File: src/rtl/alu_mc_pkg.sv
// alu_mc_pkg -- shared types for the multi-cycle ALU.
//   alu_op_e : 4-bit opcode encoding carried on ALUopsel
//   state_e  : handshake/iteration FSM states
//   is_shift : true for the opcodes that iterate one bit per cycle
// Optional feature macro used by the design: ALU_MC_MUL_EN (iterative multiplier).
package alu_mc_pkg;

    typedef enum logic [3:0] {
        OP_ADD    = 4'b0000,
        OP_PASS_A = 4'b0010,
        OP_SUB    = 4'b0011,
        OP_PASS_B = 4'b0100,
        OP_MUL    = 4'b0101,
        OP_PASS_C = 4'b0110,
        OP_AND    = 4'b1000,
        OP_OR     = 4'b1001,
        OP_XOR    = 4'b1010,
        OP_NOT    = 4'b1011,
        OP_SHR    = 4'b1100,
        OP_SHL    = 4'b1101
    } alu_op_e;

    typedef enum logic [1:0] {
        IDLE = 2'b00,
        BUSY = 2'b01,
        DONE = 2'b10
    } state_e;

    function automatic logic is_shift(input logic [3:0] op);
        return (op == OP_SHL) || (op == OP_SHR);
    endfunction

endpackage

File: src/rtl/alu_mc_core.sv
// alu_mc_core -- combinational single-cycle ALU operations.
//   a, b  : operands
//   op    : opcode (alu_op_e encoding)
//   res   : result; shifts return a unchanged (the shift-by-zero case),
//           MUL and undefined codes return 0
//   c, o  : carry/borrow and signed overflow for ADD/SUB, 0 otherwise
module alu_mc_core
    import alu_mc_pkg::*;
#(
    parameter int DWIDTH = 32
) (
    input  logic [DWIDTH-1:0] a,
    input  logic [DWIDTH-1:0] b,
    input  logic [3:0]        op,
    output logic [DWIDTH-1:0] res,
    output logic              c,
    output logic              o
);

    logic [DWIDTH:0] sum_s;
    logic [DWIDTH:0] diff_s;

    // Extended-width add/subtract: the extra MSB is carry-out, or borrow (a < b unsigned).
    assign sum_s  = {1'b0, a} + {1'b0, b};
    assign diff_s = {1'b0, a} - {1'b0, b};

    // Opcode decode for the single-cycle datapath.
    always_comb begin
        res = '0;
        c   = 1'b0;
        o   = 1'b0;
        case (op)
            OP_ADD: begin
                res = sum_s[DWIDTH-1:0];
                c   = sum_s[DWIDTH];
                o   = (a[DWIDTH-1] == b[DWIDTH-1]) && (sum_s[DWIDTH-1] != a[DWIDTH-1]);
            end
            OP_SUB: begin
                res = diff_s[DWIDTH-1:0];
                c   = diff_s[DWIDTH];
                o   = (a[DWIDTH-1] != b[DWIDTH-1]) && (diff_s[DWIDTH-1] != a[DWIDTH-1]);
            end
            OP_AND:    res = a & b;
            OP_OR:     res = a | b;
            OP_XOR:    res = a ^ b;
            OP_NOT:    res = ~a;
            OP_PASS_A: res = a;
            OP_PASS_B: res = a;
            OP_PASS_C: res = a;
            OP_SHL:    res = a;
            OP_SHR:    res = a;
            default:   res = '0;
        endcase
    end

endmodule

File: src/rtl/alu_mc.sv
// alu_mc -- multi-cycle ALU with valid/ready handshake on both sides.
//   clk, rst_n            : clock, synchronous active-low reset
//   in_valid/in_ready     : operation offer / accept (accept only in IDLE)
//   op1, op2, ALUopsel    : operands and opcode, captured on acceptance
//   out_valid/out_ready   : result offer / consume (held in DONE)
//   result, c/z/o/s_flag  : registered result and flags
// Shifts by k>0 take k+1 cycles, MUL takes DWIDTH+1 cycles, all else 1.
// Macro ALU_MC_MUL_EN includes the shift-and-add multiplier; without it
// opcode 0101 behaves as an undefined opcode.
module alu_mc
    import alu_mc_pkg::*;
#(
    parameter int DWIDTH = 32,
    parameter int SHW    = $clog2(DWIDTH)
) (
    input  logic              clk,
    input  logic              rst_n,
    input  logic              in_valid,
    output logic              in_ready,
    input  logic [DWIDTH-1:0] op1,
    input  logic [DWIDTH-1:0] op2,
    input  logic [3:0]        ALUopsel,
    output logic              out_valid,
    input  logic              out_ready,
    output logic [DWIDTH-1:0] result,
    output logic              c_flag,
    output logic              z_flag,
    output logic              o_flag,
    output logic              s_flag
);

    localparam logic [SHW:0] CNT_ONE = {{SHW{1'b0}}, 1'b1};
`ifdef ALU_MC_MUL_EN
    localparam logic [SHW:0] CNT_MUL = DWIDTH[SHW:0];
`endif

    state_e            state_q, state_d;
    logic [3:0]        op_q, op_d;
    logic [DWIDTH-1:0] opa_q, opa_d;      // shift register / multiplicand
    logic [SHW:0]      cnt_q, cnt_d;      // remaining iterations
    logic [DWIDTH-1:0] result_q, result_d;
    logic              c_q, c_d, z_q, z_d, o_q, o_d, s_q, s_d;
    logic              out_valid_q, out_valid_d;
    logic              in_ready_q, in_ready_d;
`ifdef ALU_MC_MUL_EN
    logic [DWIDTH-1:0] acc_q, acc_d;      // partial product
    logic [DWIDTH-1:0] opb_q, opb_d;      // multiplier, consumed LSB first
`endif

    logic [SHW-1:0]    shamt_s;
    logic [DWIDTH-1:0] core_res_s;
    logic              core_c_s, core_o_s;
    logic [DWIDTH-1:0] iter_val_s;
    logic              iter_c_s;

    assign shamt_s = op2[SHW-1:0];

    alu_mc_core #(.DWIDTH(DWIDTH)) u_core (
        .a   (op1),
        .b   (op2),
        .op  (ALUopsel),
        .res (core_res_s),
        .c   (core_c_s),
        .o   (core_o_s)
    );

    // Next-state, iteration datapath and result/flag capture.
    always_comb begin
        state_d    = state_q;
        op_d       = op_q;
        opa_d      = opa_q;
        cnt_d      = cnt_q;
        result_d   = result_q;
        c_d        = c_q;
        z_d        = z_q;
        o_d        = o_q;
        s_d        = s_q;
`ifdef ALU_MC_MUL_EN
        acc_d      = acc_q;
        opb_d      = opb_q;
`endif
        iter_val_s = '0;
        iter_c_s   = 1'b0;

        case (state_q)
            IDLE: begin
                if (in_valid) begin
                    op_d  = ALUopsel;
                    opa_d = op1;
                    if (is_shift(ALUopsel) && (shamt_s != '0)) begin
                        cnt_d   = {1'b0, shamt_s};
                        state_d = BUSY;
                    end
`ifdef ALU_MC_MUL_EN
                    else if (ALUopsel == OP_MUL) begin
                        opb_d   = op2;
                        acc_d   = '0;
                        cnt_d   = CNT_MUL;
                        state_d = BUSY;
                    end
`endif
                    else begin
                        // Single-cycle ops, including shift by zero.
                        result_d = core_res_s;
                        c_d      = core_c_s;
                        o_d      = core_o_s;
                        z_d      = (core_res_s == '0);
                        s_d      = core_res_s[DWIDTH-1];
                        state_d  = DONE;
                    end
                end else begin
                    state_d = IDLE;
                end
            end
            BUSY: begin
                case (op_q)
                    OP_SHL: begin
                        iter_c_s   = opa_q[DWIDTH-1];
                        iter_val_s = {opa_q[DWIDTH-2:0], 1'b0};
                        opa_d      = iter_val_s;
                    end
                    OP_SHR: begin
                        iter_c_s   = opa_q[0];
                        iter_val_s = {1'b0, opa_q[DWIDTH-1:1]};
                        opa_d      = iter_val_s;
                    end
`ifdef ALU_MC_MUL_EN
                    OP_MUL: begin
                        iter_val_s = acc_q + (opb_q[0] ? opa_q : '0);
                        acc_d      = iter_val_s;
                        opa_d      = {opa_q[DWIDTH-2:0], 1'b0};
                        opb_d      = {1'b0, opb_q[DWIDTH-1:1]};
                    end
`endif
                    default: begin
                        iter_val_s = '0;
                        iter_c_s   = 1'b0;
                    end
                endcase
                cnt_d = cnt_q - CNT_ONE;
                if (cnt_q == CNT_ONE) begin
                    // Last iteration: the carry is the final bit shifted out.
                    result_d = iter_val_s;
                    c_d      = iter_c_s;
                    o_d      = 1'b0;
                    z_d      = (iter_val_s == '0);
                    s_d      = iter_val_s[DWIDTH-1];
                    state_d  = DONE;
                end else begin
                    state_d = BUSY;
                end
            end
            DONE: begin
                if (out_ready) begin
                    state_d = IDLE;
                end else begin
                    state_d = DONE;
                end
            end
            default: state_d = IDLE;
        endcase

        // Handshake outputs are registered copies of the next state.
        out_valid_d = (state_d == DONE);
        in_ready_d  = (state_d == IDLE);
    end

    // State and datapath registers with synchronous active-low reset.
    always_ff @(posedge clk) begin
        if (!rst_n) begin
            state_q     <= IDLE;
            op_q        <= 4'b0000;
            opa_q       <= '0;
            cnt_q       <= '0;
            result_q    <= '0;
            c_q         <= 1'b0;
            z_q         <= 1'b0;
            o_q         <= 1'b0;
            s_q         <= 1'b0;
            out_valid_q <= 1'b0;
            in_ready_q  <= 1'b1;
`ifdef ALU_MC_MUL_EN
            acc_q       <= '0;
            opb_q       <= '0;
`endif
        end else begin
            state_q     <= state_d;
            op_q        <= op_d;
            opa_q       <= opa_d;
            cnt_q       <= cnt_d;
            result_q    <= result_d;
            c_q         <= c_d;
            z_q         <= z_d;
            o_q         <= o_d;
            s_q         <= s_d;
            out_valid_q <= out_valid_d;
            in_ready_q  <= in_ready_d;
`ifdef ALU_MC_MUL_EN
            acc_q       <= acc_d;
            opb_q       <= opb_d;
`endif
        end
    end

    assign in_ready  = in_ready_q;
    assign out_valid = out_valid_q;
    assign result    = result_q;
    assign c_flag    = c_q;
    assign z_flag    = z_q;
    assign o_flag    = o_q;
    assign s_flag    = s_q;

endmodule

File: config.mk
export PLATFORM = sky130hd
export DESIGN_NAME = alu_mc
export DESIGN_NICKNAME = d
export VERILOG_FILES = /design/src/rtl/alu_mc_pkg.sv /design/src/rtl/alu_mc_core.sv /design/src/rtl/alu_mc.sv
export SDC_FILE = /design/constraint.sdc
export NUM_CORES = 1
export LEC_CHECK = 0
export BUFFER_PORTS_ARGS = -buffer_cell sky130_fd_sc_hd__buf_2
export CAP_MARGIN = 0
export CORE_ASPECT_RATIO = 1.4
export CORE_MARGIN = 5
export CORE_UTILIZATION = 45
export DETAILED_ROUTE_END_ITERATION = 10
export MAX_ROUTING_LAYER = met4
export PLACE_DENSITY = 0.62
export SYNTH_ARGS = -nofsm -noshare
export SYNTH_HDL_FRONTEND = slang
export SYNTH_HIERARCHICAL = 1
export SYNTH_SLANG_ARGS = --single-unit
export TNS_END_PERCENT = 20
File: constraint.sdc
create_clock -name clk -period 4.15 [get_ports clk]
set_input_delay 0.2075 -clock clk [delete_from_list [all_inputs] [get_ports clk]]
set_output_delay 0.2075 -clock clk [all_outputs]
set_load 0.01 [all_outputs]
# After elaboration in Yosys (flattened, before gate mapping)
# Index checks and enable logic that the tools add are counted.
[op_classes] mul=0 n_reduce_logical=16 n_mux=37 n_div=0 shift=0 bitwise=4 n_lt_le_gt_ge=0 n_addsub=3 n_eq_ne=25
[ops] cell="case mux 32 bit (2 select lines)" n=4
[ops] cell="case mux 32 bit (7 select lines)" n=1
[ops] cell="2-to-1 mux 32 bit" n=5
[ops] cell="zero test 32 bit" n=2
[ops] cell="adder 32 x 32 -> 33 bit" n=1
[ops] cell="subtractor 32 x 32 -> 33 bit" n=1
[ops] cell="AND 32 bit" n=1
[ops] cell="equality test 4 bit, second input constant" n=8
[ops] cell="NOT 32 bit" n=1
[ops] cell="OR 32 bit" n=1
[ops] cell="XOR 32 bit" n=1
[ops] cell="case mux 1 bit (2 select lines)" n=7
[ops] cell="2-to-1 mux 1 bit" n=12
[ops] cell="2-to-1 mux 6 bit" n=2
[ops] cell="case mux 6 bit (2 select lines)" n=1
[ops] cell="equality test 4 x 2 -> 1 bit, second input constant" n=2
[ops] cell="equality test 4 x 3 -> 1 bit, second input constant" n=2
[ops] cell="2-to-1 mux 2 bit" n=4
[ops] cell="!= test 2 bit, second input constant" n=4
[ops] cell="equality test 6 x 1 -> 1 bit, second input constant" n=1
[ops] cell="case mux 2 bit (3 select lines)" n=1
[ops] cell="AND reduction 3 bit" n=2
[ops] cell="subtractor 6 x 1 -> 6 bit, second input constant" n=1
[ops] cell="nonzero test 5 bit" n=1
[ops] cell="13 further kinds" n=19
[word_totals] mem_bits_ro=0 inputBits=72 regBits=82 ramBits=0 out_inout_bits=38 mem_count=0 latch_bits=0 word_cells=96

# Logic depth before layout (Yosys ltp)
# Gate-level depths: netlist (run 1).
[logic_depth] ltp_word=7 ltp_mapped=18 mapped_depth_nobuf=18

# Modules after synthesis
# The synthesis (run 1) kept the hierarchy.
[modules_own_cells] module="alu_mc_core" cells_per_inst=905 n_inst=1 area_per_inst_um2=5766.8
[modules_own_cells] module="alu_mc" cells_per_inst=601 n_inst=1 area_per_inst_um2=4628.2

# Least setup slack after synthesis (run 1)
# Ideal clock, no wire load.
[synth_path] path_kind="input -> register" startpoint="input op1[0]" endpoint="register z_q (netlist: z_flag)" slack_ps=585 t_required_ps=4076 stages=17 n_path_buf=0 setup_ps=74 t_arrival_ps=3491 path_cell_list="ha_1 -> inv_1 -> fa_1 -> and2b_1 -> o2111ai_1 -> a31o_1 -> a311o_1 -> a211oi_2 -> a41o_1 -> a31oi_1 -> a221oi_1 -> a31oi_1 -> nor4_1 -> nand4_1 -> nor3_1 -> nand4_1 -> a31oi_1"
[synth_between] elab_chain_cells=6
[synth_lines] element="from (decl)" line="alu_mc.sv:20" source="input logic [DWIDTH-1:0] op1,"
[synth_lines] element="subtractor 32 x 32 -> 33 bit / adder 32 x 32 -> 33 bit (equally long branches)" line="alu_mc_core.sv:25, alu_mc_core.sv:24"
[synth_lines] element="case mux 32 bit (7 select lines) *" line="alu_mc_core.sv:32" source="case (op)"
[synth_lines] element="net core_res_s[30]" line="alu_mc.sv:51" source="logic [DWIDTH-1:0] core_res_s;"
[synth_lines] element="zero test 32 bit *" line="alu_mc.sv:107" source="z_d = (core_res_s == '0);"
[synth_lines] element="2-to-1 mux 1 bit *" line="alu_mc.sv:90" source="if (is_shift(ALUopsel) && (shamt_s != '0)) begin"
[synth_lines] element="2-to-1 mux 1 bit *" line="alu_mc.sv:87" source="if (in_valid) begin"
[synth_lines] element="case mux 1 bit (2 select lines) *" line="alu_mc.sv:85" source="case (state_q)"
[synth_lines] element="to (signal assigned)" line="alu_mc.sv:193" source="z_q <= z_d;"
[synth_lines] element="to (decl)" line="alu_mc.sv:42" source="logic c_q, c_d, z_q, z_d, o_q, o_d, s_q, s_d;"
# Mark *: on every way through the listed nets, which the timed path passes. The rest lies on a longest branch. The select of a mux whose other input is x is not followed.
# A chain may end at the register's enable or synchronous reset.

# Worst setup path in the final report (run 1)
[layout_path] startpoint="input op2[0]" endpoint="register z_q (netlist: z_flag)"
[layout_between] elab_chain_cells=6
[layout_lines] element="from (decl)" line="alu_mc.sv:21" source="input logic [DWIDTH-1:0] op2,"
[layout_lines] element="subtractor 32 x 32 -> 33 bit / adder 32 x 32 -> 33 bit (equally long branches)" line="alu_mc_core.sv:25, alu_mc_core.sv:24"
[layout_lines] element="case mux 32 bit (7 select lines) *" line="alu_mc_core.sv:32"
[layout_lines] element="net core_res_s[28]" line="alu_mc.sv:51"
[layout_lines] element="zero test 32 bit *" line="alu_mc.sv:107"
[layout_lines] element="2-to-1 mux 1 bit *" line="alu_mc.sv:90"
[layout_lines] element="2-to-1 mux 1 bit *" line="alu_mc.sv:87"
[layout_lines] element="case mux 1 bit (2 select lines) *" line="alu_mc.sv:85"
# Marks and branches as above.

==> impl_metrics.yaml, run 1 <==
run_status:
  status: "complete, no violations"
layout:
  area_growth_pct: 15.56
  nFillCells: 2317
  drive_above_1_share_pct: 18.50
  instances_no_fill: 1924
  fin_nets: 1798
timing:
  finalSetupViolations: 0
  worst-slew-pin-transition_ns: 1.176
  rsz0062_at_grt: "no"
  max_freq_mhz: 261.4
  hold-worst-slack_ns: 0.2105
  period_minus_slack_ns: 3.825
  slew_viol_final: 0
  hold_violations: 0
  period_share_pct: 92.18
  max_slew_margin_pct: 21.38
  finClkSkew_ns: 0.008407
logic_synthesis:
  ys_seq_elements: 81
  ys_async_sr_fraction_pct: 0
  ys_warn_count: 6
  synth_commonest_cells: "a21oi_1, nand2_1, nor2_1"
  synth_top_cell_by_area: "dfxtp_1"
  synth_most_common_cell: "a21oi_1"
  synth_cell_types: 81
  synthCells: 1506
  syn-cell-area_sq_mm: 0.01039
  syn-num-nets: 1687
  synth_edf_count: 0
  avgSynthCellArea_sq_um: 6.902
  ys_top_cells_by_area: "dfxtp_1, ha_1, a21oi_1"
  ys.flop_type: "dfxtp_1"
  yosysSeqAreaShare_pct: 15.60
  yosysTopAreaCellShare_pct: 15.60
min_path:
  hold_end: "state_q[1]"
  holdCritStartpoint: "out_ready"
  hold_path_depth: 3
  min-delay-path-class: "primary input to flop"
setup_path:
  critPathArrivalTime_ns: 4.12
  cp-start-kind: "primary input"
  regToRegEndpoint: "opa_q[25]"
  worst-r2r-cell-count: 5
  crit_type: "primary input to flop"
  path_max_fanout: 4
  cp-startpoint: "op2[0]"
  path_common_cell: "nand4_1"
  r2r-start: "state_q[0]"
  worstSetupEndpointType: "flop"
  worstPathCellList: "buf_2 > ha_1 > inv_1 > fa_1 > and2b_1 > o2111ai_1 > a31o_1 > a311o_1 > a211oi_2 > a41o_1 > a31oi_1 > buf_4 > nand3_1 > nand4_1 > nor4_4 > nand4_1 > nor3_2 > nand4_1 > a31oi_1"
  rrSetupSlack_ns: 1.26
  crit_path_max_incr_delay_ns: 0.42
  crit_slowest_cell: "a311o_1"
  worstPathRequired_ns: 4.44
power_and_ir_drop:
  p_leak_nw: 5.034
  p_per_area_mw_per_mm2: 266.2
  peakVddDrop_uv: 293.2
clocking:
  cts_sinks: 81
  cts_resized: 0
  post_cts_buffers: 0
  cts.htree.levels: 3
  hold_buffers: 0
  clock_path_buffers: 2
  clkLatencyLatePin_ns: 0.36
  path_clk_slew_ns: 0.07
  cts_tree: "yes"
  ctsRootBufferMaster: "clkbuf_16"
  cts_buffers: 9
route:
  drtIter0Drc: 1365
  routedWlPerCell_um: 22.29
  ant_nets: 0
  avgViaCountPerCell: 6.361
  finalWirelength_um: 42880
  dr.pass1.iters: 6
  route.vias.total: 12240
  drcViolationCount: 0
place:
  gp_congestion: 0.9956
  dpl.hpwl_um: 33050
  portBuffers: 109
  place_inst: 1907
die:
  die_area_sq_mm: 0.02628
  core_area_sq_mm: 0.02269
  die_x_um: 138.5
  rows: 65
  fp.dieH_um: 189.8
  ioPinCount: 110
  initial_core_util_pct: 45.81
global_routing:
  grt_max_degree: 69
  antenna_found_initial: 1
  grt_usage_pct: 31.76
  grt_pass1_vias: 11350
  globalRoute.totalOverflow: 0
  grt_pass1_wl_um: 64970
job:
  maxCapViolCount: 0
==> final cells by class <==
class / count / area [sq um] / share of cell area (%)
multi-input combinational: 1197 / 7909 / 65.84
sequential: 81 / 1623 / 13.51
timing repair buffer: 221 / 1386 / 11.54
inverter: 107 / 401.6 / 3.343
tap: 301 / 376.6 / 3.135
clock buffer: 10 / 239.0 / 1.989
clock inverter: 6 / 75.07 / 0.6249
antenna: 1 / 2.502 / 0.02083
==> power by group <==
part	leakage (nW)	switching, W	internal [W]
clock	0.151	0.000369	0.000491
combinational	4.22	0.000872	0.000536
sequential	0.668	0.0000845	0.000845
total	5.03	0.00133	0.00187
==> cell families after synthesis <==
family	share of synthesized area [%]
adders and majority gates	13.26
DFF	15.60
muxes	3.972
AOI/OAI and AO/OA	37.77
and+or+nand+nor	19.87
buffers and inverters	8.847
xor gates and xnor gates	0.6741
==> layer usage <==
layer,GRT usage [%],share of wire (%),vias to the layer above
li1,-,-,5713
met1,37.67,40,5775
met2,53.16,47,613
met3,4.350,7.4,138
met4,15.29,5.2,0
met5,-,0,-
==> critical path, delay by kind of cell <==
family	cells	cell delay, ns
buffers and inverters	3	0.35
adders and majority gates	2	0.58
and+or+nand+nor	7	1.25
AOI/OAI and AO/OA	7	1.72
==> sequential cells by signal, summed over array words and instances (netlist names) <==
name	cells
state_q	2
c_flag	1
o_flag	1
op_q	4
opa_q	32
in_ready	1
out_valid	1
s_flag	1
cnt_q	6
result	31
z_flag	1
==> cell usage in the layout, fill, tap and decap left out, types with 5 or more instances in the layout <==
cell type | Yosys | layout
nand2b_1 | 14 | 13
nand2_1 | 154 | 154
o21bai_1 | 14 | 14
nor2_1 | 150 | 149
buf_4 | 6 | 112
dfxtp_1 | 81 | 80
o21ai_0 | 120 | 120
ha_1 | 107 | 107
a211oi_2 | 32 | 32
nor4_1 | 19 | 16
a211o_1 | 7 | 7
and2_1 | 7 | 7
o21ai_1 | 5 | 5
a21oi_1 | 167 | 166
o21a_1 | 8 | 8
o22ai_1 | 40 | 40
a31oi_1 | 12 | 12
mux2i_1 | 39 | 39
a211oi_1 | 19 | 19
nand3_1 | 19 | 19
nand4_1 | 7 | 7
a22oi_1 | 11 | 11
or3_1 | 5 | 5
o211ai_1 | 16 | 16
a41oi_1 | 5 | 5
buf_2 | 15 | 109
a21o_1 | 13 | 13
o311ai_0 | 6 | 6
xnor2_1 | 6 | 6
and3_1 | 5 | 5
a221o_1 | 6 | 6
a221oi_1 | 29 | 29
nor3_1 | 52 | 50
o221ai_1 | 10 | 10
clkbuf_16 | 0 | 9
nor2b_1 | 15 | 14
o31ai_1 | 7 | 7
inv_1 | 104 | 103
==> how the worst max path moves through the flow <==
stage | slack [ns] | end
after global placement | 0.08 | z_flag
after floorplan | 0.58 | z_flag
after global routing | 0.0003 | z_flag
final | 0.32 | z_flag
after CTS | 0.25 | z_flag
after detailed placement | -0.11 | z_flag
==> per-stage QoR <==
stage | power [W] | setup WS (ns) | TNS [ns] | cell area (sq um) | utilization [%]
3_5_place_dp | 0.002315 | -0.1064 | -0.1064 | 11670 | 51.41
2_1_floorplan | 0.001772 | 0.5849 | 0 | 10400 | -
3_3_place_gp | 0.002313 | 0.08473 | 0 | 11670 | 51.41
4_1_cts | 0.003177 | 0.2539 | 0 | 11980 | 52.80
5_1_grt | 0.003355 | 0.0002558 | 0 | 12010 | 52.94
6_report | 0.003198 | 0.3247 | 0 | 12010 | 52.94
(Power assumes the default switching activity.)
==> run 2: changes to the inputs <==
--- a/config.mk
+++ b/config.mk
@@ -5,6 +5,7 @@
 export SDC_FILE = /design/constraint.sdc
 export NUM_CORES = 1
 export LEC_CHECK = 0
+export ABC_AREA = 1
 export BUFFER_PORTS_ARGS = -buffer_cell sky130_fd_sc_hd__buf_2
 export CAP_MARGIN = 0
 export CORE_ASPECT_RATIO = 1.4
@@ -12,7 +13,7 @@
 export CORE_UTILIZATION = 45
 export DETAILED_ROUTE_END_ITERATION = 10
 export MAX_ROUTING_LAYER = met4
-export PLACE_DENSITY = 0.62
+export PLACE_DENSITY = 0.61
 export SYNTH_ARGS = -nofsm -noshare
 export SYNTH_HDL_FRONTEND = slang
 export SYNTH_HIERARCHICAL = 1
==> run 2 against run 1 <==
Against the previous run:
- synthesized cell count up 38%
- final cell count is 27% higher
- clock power shrank 9.9%
- highest routed layer unchanged
- sequential power down 2.8%
- combinational power down 5%
- largest power group unchanged
- critical endpoint unchanged
- clock skew grew 0.0050 ns
==> impl_metrics.yaml, run 2 <==
timing:
  fin_tns_setup_ns: 0
  slew_viol_final: 0
  worst-slew-pin-transition_ns: 1.285
  max_slew_margin_pct: 14.22
  max_freq_mhz: 321.2
  finalSetupViolations: 0
  period_minus_slack_ns: 3.114
  finClkSkew_ns: 0.01344
  hold_violations: 0
  period_share_pct: 75.03
  rsz0062_at_grt: "no"
route:
  routedWlPerCell_um: 19.07
  avgViaCountPerCell: 5.585
  drtIter0Drc: 928
  finalWirelength_um: 46600
  dr.pass1.iters: 7
  ant_nets: 0
  route.vias.total: 13650
  drcViolationCount: 0
die:
  core_area_sq_mm: 0.02521
  initial_core_util_pct: 45.21
  die_x_um: 144.5
  die_area_sq_mm: 0.02865
  ioPinCount: 110
  rows: 69
  fp.dieH_um: 198.3
power_and_ir_drop:
  p_per_area_mw_per_mm2: 245.3
  peakVddDrop_uv: 353.5
  p_leak_nw: 6.688
  finalPower_w: 0.003016
clocking:
  ctsRootBufferMaster: "clkbuf_16"
  post_cts_buffers: 0
  cts_buffers: 9
  cts_resized: 0
  cts.htree.levels: 3
  clkLatencyLatePin_ns: 0.34
  path_clk_slew_ns: 0.07
  cts_sinks: 81
  cts_tree: "yes"
  clock_path_buffers: 2
  hold_buffers: 0
setup_path:
  cp.buffers_inverters: 3
  path_max_fanout: 10
  regToRegEndpoint: "opa_q[16]"
  worst-r2r-cell-count: 6
  path_common_cell: "nand2_1"
  crit_family: "simple AND/OR/NAND/NOR gates"
  critPathArrivalTime_ns: 3.39
  worstPathRequired_ns: 4.43
  crit_slowest_cell: "a21oi_1"
  r2r-start: "state_q[0]"
  worstPathCellList: "buf_2 > inv_1 > ha_1 > nand2_1 > inv_1 > nand2_1 > nand3_1 > nand2_1 > nand2_1 > a21oi_1 > a21boi_0 > nor2_1 > nand2_1 > nor4_1 > nand2_1 > nor2_1 > nand3_1 > nand2_1 > nor2_1 > nor2_1"
  worstSetupEndpointType: "flop"
  crit_type: "primary input to flop"
  rrSetupSlack_ns: 1.61
  cp-start-kind: "primary input"
  crit_path_max_incr_delay_ns: 0.52
global_routing:
  grt_pass1_vias: 12500
  grt_usage_pct: 32.42
  antenna_found_initial: 1
  globalRoute.totalOverflow: 0
  grt_pass1_wl_um: 70260
  grt_max_degree: 105
logic_synthesis:
  ys.flop_type: "dfxtp_1"
  synth_cell_types: 40
  ys_seq_elements: 81
  yosysTopAreaCellShare_pct: 20.13
  avgSynthCellArea_sq_um: 5.484
  synthCells: 2078
  synth_commonest_cells: "nand2_1, inv_1, nand3_1"
  syn-num-nets: 2259
  ys_top_cells_by_area: "nand2_1, dfxtp_1, ha_1"
  ys_warn_count: 6
  synth_top_cell_by_area: "nand2_1"
  ys_async_sr_fraction_pct: 0
  yosysSeqAreaShare_pct: 14.23
  synth_most_common_cell: "nand2_1"
  synth_edf_count: 0
  syn-cell-area_sq_mm: 0.01140
place:
  portBuffers: 109
  gp_congestion: 1.057
  dpl.hpwl_um: 37610
min_path:
  hold_path_depth: 3
  min-delay-path-class: "primary input to flop"
  hold_end: "cnt_q[4]"
  holdCritStartpoint: "op2[4]"
layout:
  final_common_cell: "nand2_1"
  final_util_pct: 48.77
  nFillCells: 2841
  num_antenna_cells: 0
  largest_reg_flops: 32
  fin_nets: 2301
  drive_above_1_share_pct: 8.518
  area_growth_pct: 7.894
  mostFrequentLayoutCells: "nand2_1, inv_1, nand3_1"
  top_register: "opa_q"
run_status:
  status: "complete, no violations"
job:
  maxCapViolCount: 0
-- run 2: how the worst max path moves through the flow --
stage	startpoint	endpoint	slack [ns]	cells past startpoint
3_3_place_gp	op1[21]	z_flag	0.70	20
3_5_place_dp	op1[18]	z_flag	0.72	20
4_1_cts	op1[18]	z_flag	1.06	20
6_report	op1[18]	z_flag	1.04	20
2_1_floorplan	op1[0]	z_flag	1.91	20
5_1_grt	op1[21]	z_flag	0.90	20
-- run 2: worst reg2reg max path, stage by stage, from the launching register on --
cell and delay (ns):
dfxtp_1 0.37, inv_2 0.07, nor2_4 0.22, buf_4 0.80, o211ai_1 0.46, o21ai_0 0.36
a21oi_1 0.13
-- run 2: layout make-up --
type | count | area, sq um | share of cell area, %
Timing Repair Buffer | 125 | 678.2 | 5.515
Sequential cell | 81 | 1622 | 13.19
Inverter | 340 | 1276 | 10.38
Multi-Input combinational cell | 1563 | 8033 | 65.33
Clock buffer | 10 | 239.0 | 1.944
Clock inverter | 6 | 48.80 | 0.3969
Tap cell | 319 | 399.1 | 3.246
-- run 2: where the power goes --
group	switching [W]	leakage (nW)	internal, W
clock network	0.000346	0.132	0.000428
logic	0.000949	5.89	0.000390
registers	0.0000557	0.667	0.000848
-- run 2: through the flow --
stage / instance area, sq um / setup WS (ns) / instances / hold WS, ns
after global placement: 12010 / 0.7014 / 2428 / 0.4506
after floorplan: 11400 / 1.914 / 2078 / 0.3515
final: 12300 / 1.036 / 2444 / 0.1796
after CTS: 12300 / 1.064 / 2444 / 0.1730
after detailed placement: 12010 / 0.7247 / 2428 / 0.4524
after global routing: 12300 / 0.8978 / 2444 / 0.1961
-- run 2: cell families (layout without fill, tap and decap cells) --
logic type	after synthesis	after routing	synth area share [%]
adder cells (fa/ha/maj)	109	109	12.10
AND/OR/NAND/NOR	1054	1054	38.75
AO/OA/AOI/OAI	395	395	19.18
XOR/XNOR	5	5	0.3843
buffers and inverters	434	481	15.36
flip-flops	81	81	14.23
-- run 2: per-layer routing --
layer	GRT usage, %	share of wire, %	vias to the layer above
met2	54.32	49	478
li1	-	-	6741
met4	14.10	5.0	0
met3	1.812	4.9	100
met1	40.09	41	6331
met5	-	0	-
==> run 3: changes to the inputs <==
--- a/config.mk
+++ b/config.mk
@@ -13,7 +13,7 @@
 export CORE_UTILIZATION = 45
 export DETAILED_ROUTE_END_ITERATION = 10
 export MAX_ROUTING_LAYER = met4
-export PLACE_DENSITY = 0.61
+export PLACE_DENSITY = 0.64
 export SYNTH_ARGS = -nofsm -noshare
 export SYNTH_HDL_FRONTEND = slang
 export SYNTH_HIERARCHICAL = 1
==> constraint.sdc (replaced) <==
create_clock -name clk -period 2.6 [get_ports clk]
set_input_delay 0.13 -clock clk [delete_from_list [all_inputs] [get_ports clk]]
set_output_delay 0.13 -clock clk [all_outputs]
set_load 0.01 [all_outputs]
==> run 3 against run 2 <==
Against the previous run:
- critical path depth stayed put
- final cell count increased by 12%
- non-clock buffer count up 292
- first-iteration DRC count rose by 6.1%
- final area is 19% higher
- count of clock-buffer cells in the layout decreased by 1
- sequential cell count stayed put
- critical endpoint unchanged
- largest cell class unchanged
- largest power group unchanged
- highest routed layer unchanged
==> impl_metrics.yaml, run 3 (same netlist as run 2, synthesis figures left out) <==
run_status:
  status: "complete, no violations"
layout:
  drive_above_1_share_pct: 20.40
  fin_nets: 2593
  ff_latch_area_sq_mm: 0.001622
  mostFrequentLayoutCells: "nand2_1, inv_1, buf_4"
  largest_reg_flops: 32
  final_area_sq_mm: 0.01467
  top_register: "opa_q"
  area_growth_pct: 28.72
  nFillCells: 2701
  instances_no_fill: 2736
  final_common_cell: "nand2_1"
  num_antenna_cells: 0
  multi_input_area_sq_mm: 0.008125
clocking:
  cts.htree.levels: 3
  clock_path_buffers: 2
  hold_buffers: 0
  path_clk_slew_ns: 0.07
  cts_sinks: 81
  cts_tree: "yes"
  clkLatencyLatePin_ns: 0.35
  cts_buffers: 9
  ctsRootBufferMaster: "clkbuf_16"
power_and_ir_drop:
  finalPower_w: 0.005537
  p_per_area_mw_per_mm2: 377.5
  seqPwrFrac_pct: 26.1
  swShare_pct: 41.10
  switchingPower_w: 0.002276
  p_int_w: 0.003261
  p_leak_nw: 8.186
  peakVddDrop_uv: 867.2
  pwr-share-comb_pct: 48.3
  p_clk_share_pct: 25.6
route:
  ant_nets: 0
  avgViaCountPerCell: 5.348
  finalWirelength_um: 47580
  dr.pass1.iters: 7
  drtIter0Drc: 985
  drcViolationCount: 0
  route.vias.total: 14630
  routedWlPerCell_um: 17.39
setup_path:
  cp-start-kind: "primary input"
  path_max_fanout: 5
  worstSetupEndpointType: "flop"
  crit_type: "primary input to flop"
  worstPathRequired_ns: 2.88
  critPathArrivalTime_ns: 2.70
die:
  die_x_um: 144.5
  die_area_sq_mm: 0.02865
  ioPinCount: 110
  fp.dieH_um: 198.3
  rows: 69
  core_area_sq_mm: 0.02521
  initial_core_util_pct: 45.21
timing:
  hold_violations: 0
  slew_viol_final: 0
  period_minus_slack_ns: 2.415
  period_share_pct: 92.90
  max_slew_margin_pct: 51.27
  max_freq_mhz: 414.0
  worst-slew-pin-transition_ns: 0.7302
  rsz0062_at_grt: "no"
  finClkSkew_ns: 0.01029
  hold-worst-slack_ns: 0.1452
  finalSetupViolations: 0
global_routing:
  grt_max_degree: 106
  globalRoute.totalOverflow: 0
  grt_usage_pct: 33.32
  grt_pass1_vias: 13850
  antenna_found_initial: 0
  grt_pass1_wl_um: 72650
min_path:
  min-delay-path-class: "primary input to flop"
place:
  portBuffers: 109
  placed_cell_area_sq_mm: 0.01424
  gp_congestion: 1.053
  dpl.hpwl_um: 39580
  place_inst: 2719
job:
  maxCapViolCount: 0
-- run 3: final cells by class --
class | count | area share (%)
well taps | 319 | 2.721
clock buffers | 9 | 1.535
clock inverters | 7 | 0.6909
inverters | 340 | 8.700
repair buffers | 417 | 19.91
flip-flops and latches | 81 | 11.05
multi-input cells | 1563 | 55.39
-- run 3: path summary, 6_finish.rpt --
check | endpoint | startpoint | depth (start not counted) | slack, ns
min reg2reg | result[25] | result[25] | 2 | 0.46
max reg2reg | z_flag | cnt_q[0] | 8 | 0.56
min | cnt_q[1] | op2[1] | 4 | 0.15
max | z_flag | op2[6] | 20 | 0.18
-- run 3: power groups by stage --
stage / registers (W) / clock network, W / logic (W)
6_report: 0.00144 / 0.00142 / 0.00268
5_1_grt: 0.00145 / 0.00148 / 0.00293
4_1_cts: 0.00144 / 0.00142 / 0.00262
3_5_place_dp: 0.00147 / 0 / 0.00260
3_3_place_gp: 0.00146 / 0 / 0.00258
2_1_floorplan: 0.00147 / 0 / 0.00137
-- run 3: worst max-delay path, stage by stage --
cell	delay, ns
buf_2	0.09
inv_1	0.05
ha_1	0.34
o21ai_0	0.25
buf_4	0.16
nand2_1	0.05
nand2_1	0.10
inv_1	0.05
nand2_1	0.19
buf_4	0.16
a21oi_1	0.05
o21ai_0	0.08
nand3_1	0.27
nor2_1	0.23
nand2_1	0.08
nor2_1	0.15
nand3_1	0.10
nand2_1	0.07
nor2_1	0.05
nor2_1	0.07
-- run 3: per-stage QoR --
step                      worst slack, ns  utilization, %  setup TNS [ns]
after floorplan                    0.4412               -               0
after global routing             0.003019           58.19               0
after CTS                          0.1322           57.79               0
after global placement            -0.2236           56.50         -0.2970
after detailed placement          -0.2054           56.50         -0.3429
final                              0.1846           58.19               0
-- run 3: per-layer routing --
layer | track usage, % | part of all wire, % | wire length [um]
met1 | 39.40 | 40 | 18870
met2 | 57.86 | 49 | 23390
met3 | 2.537 | 6.5 | 3078
met4 | 13.69 | 4.7 | 2244
met5 | - | 0 | 0
-- run 3: repair_timing --
action	CTS	global route
setup buffers	0	1
setup endpoints to repair	0	1
gates resized for setup	0	22
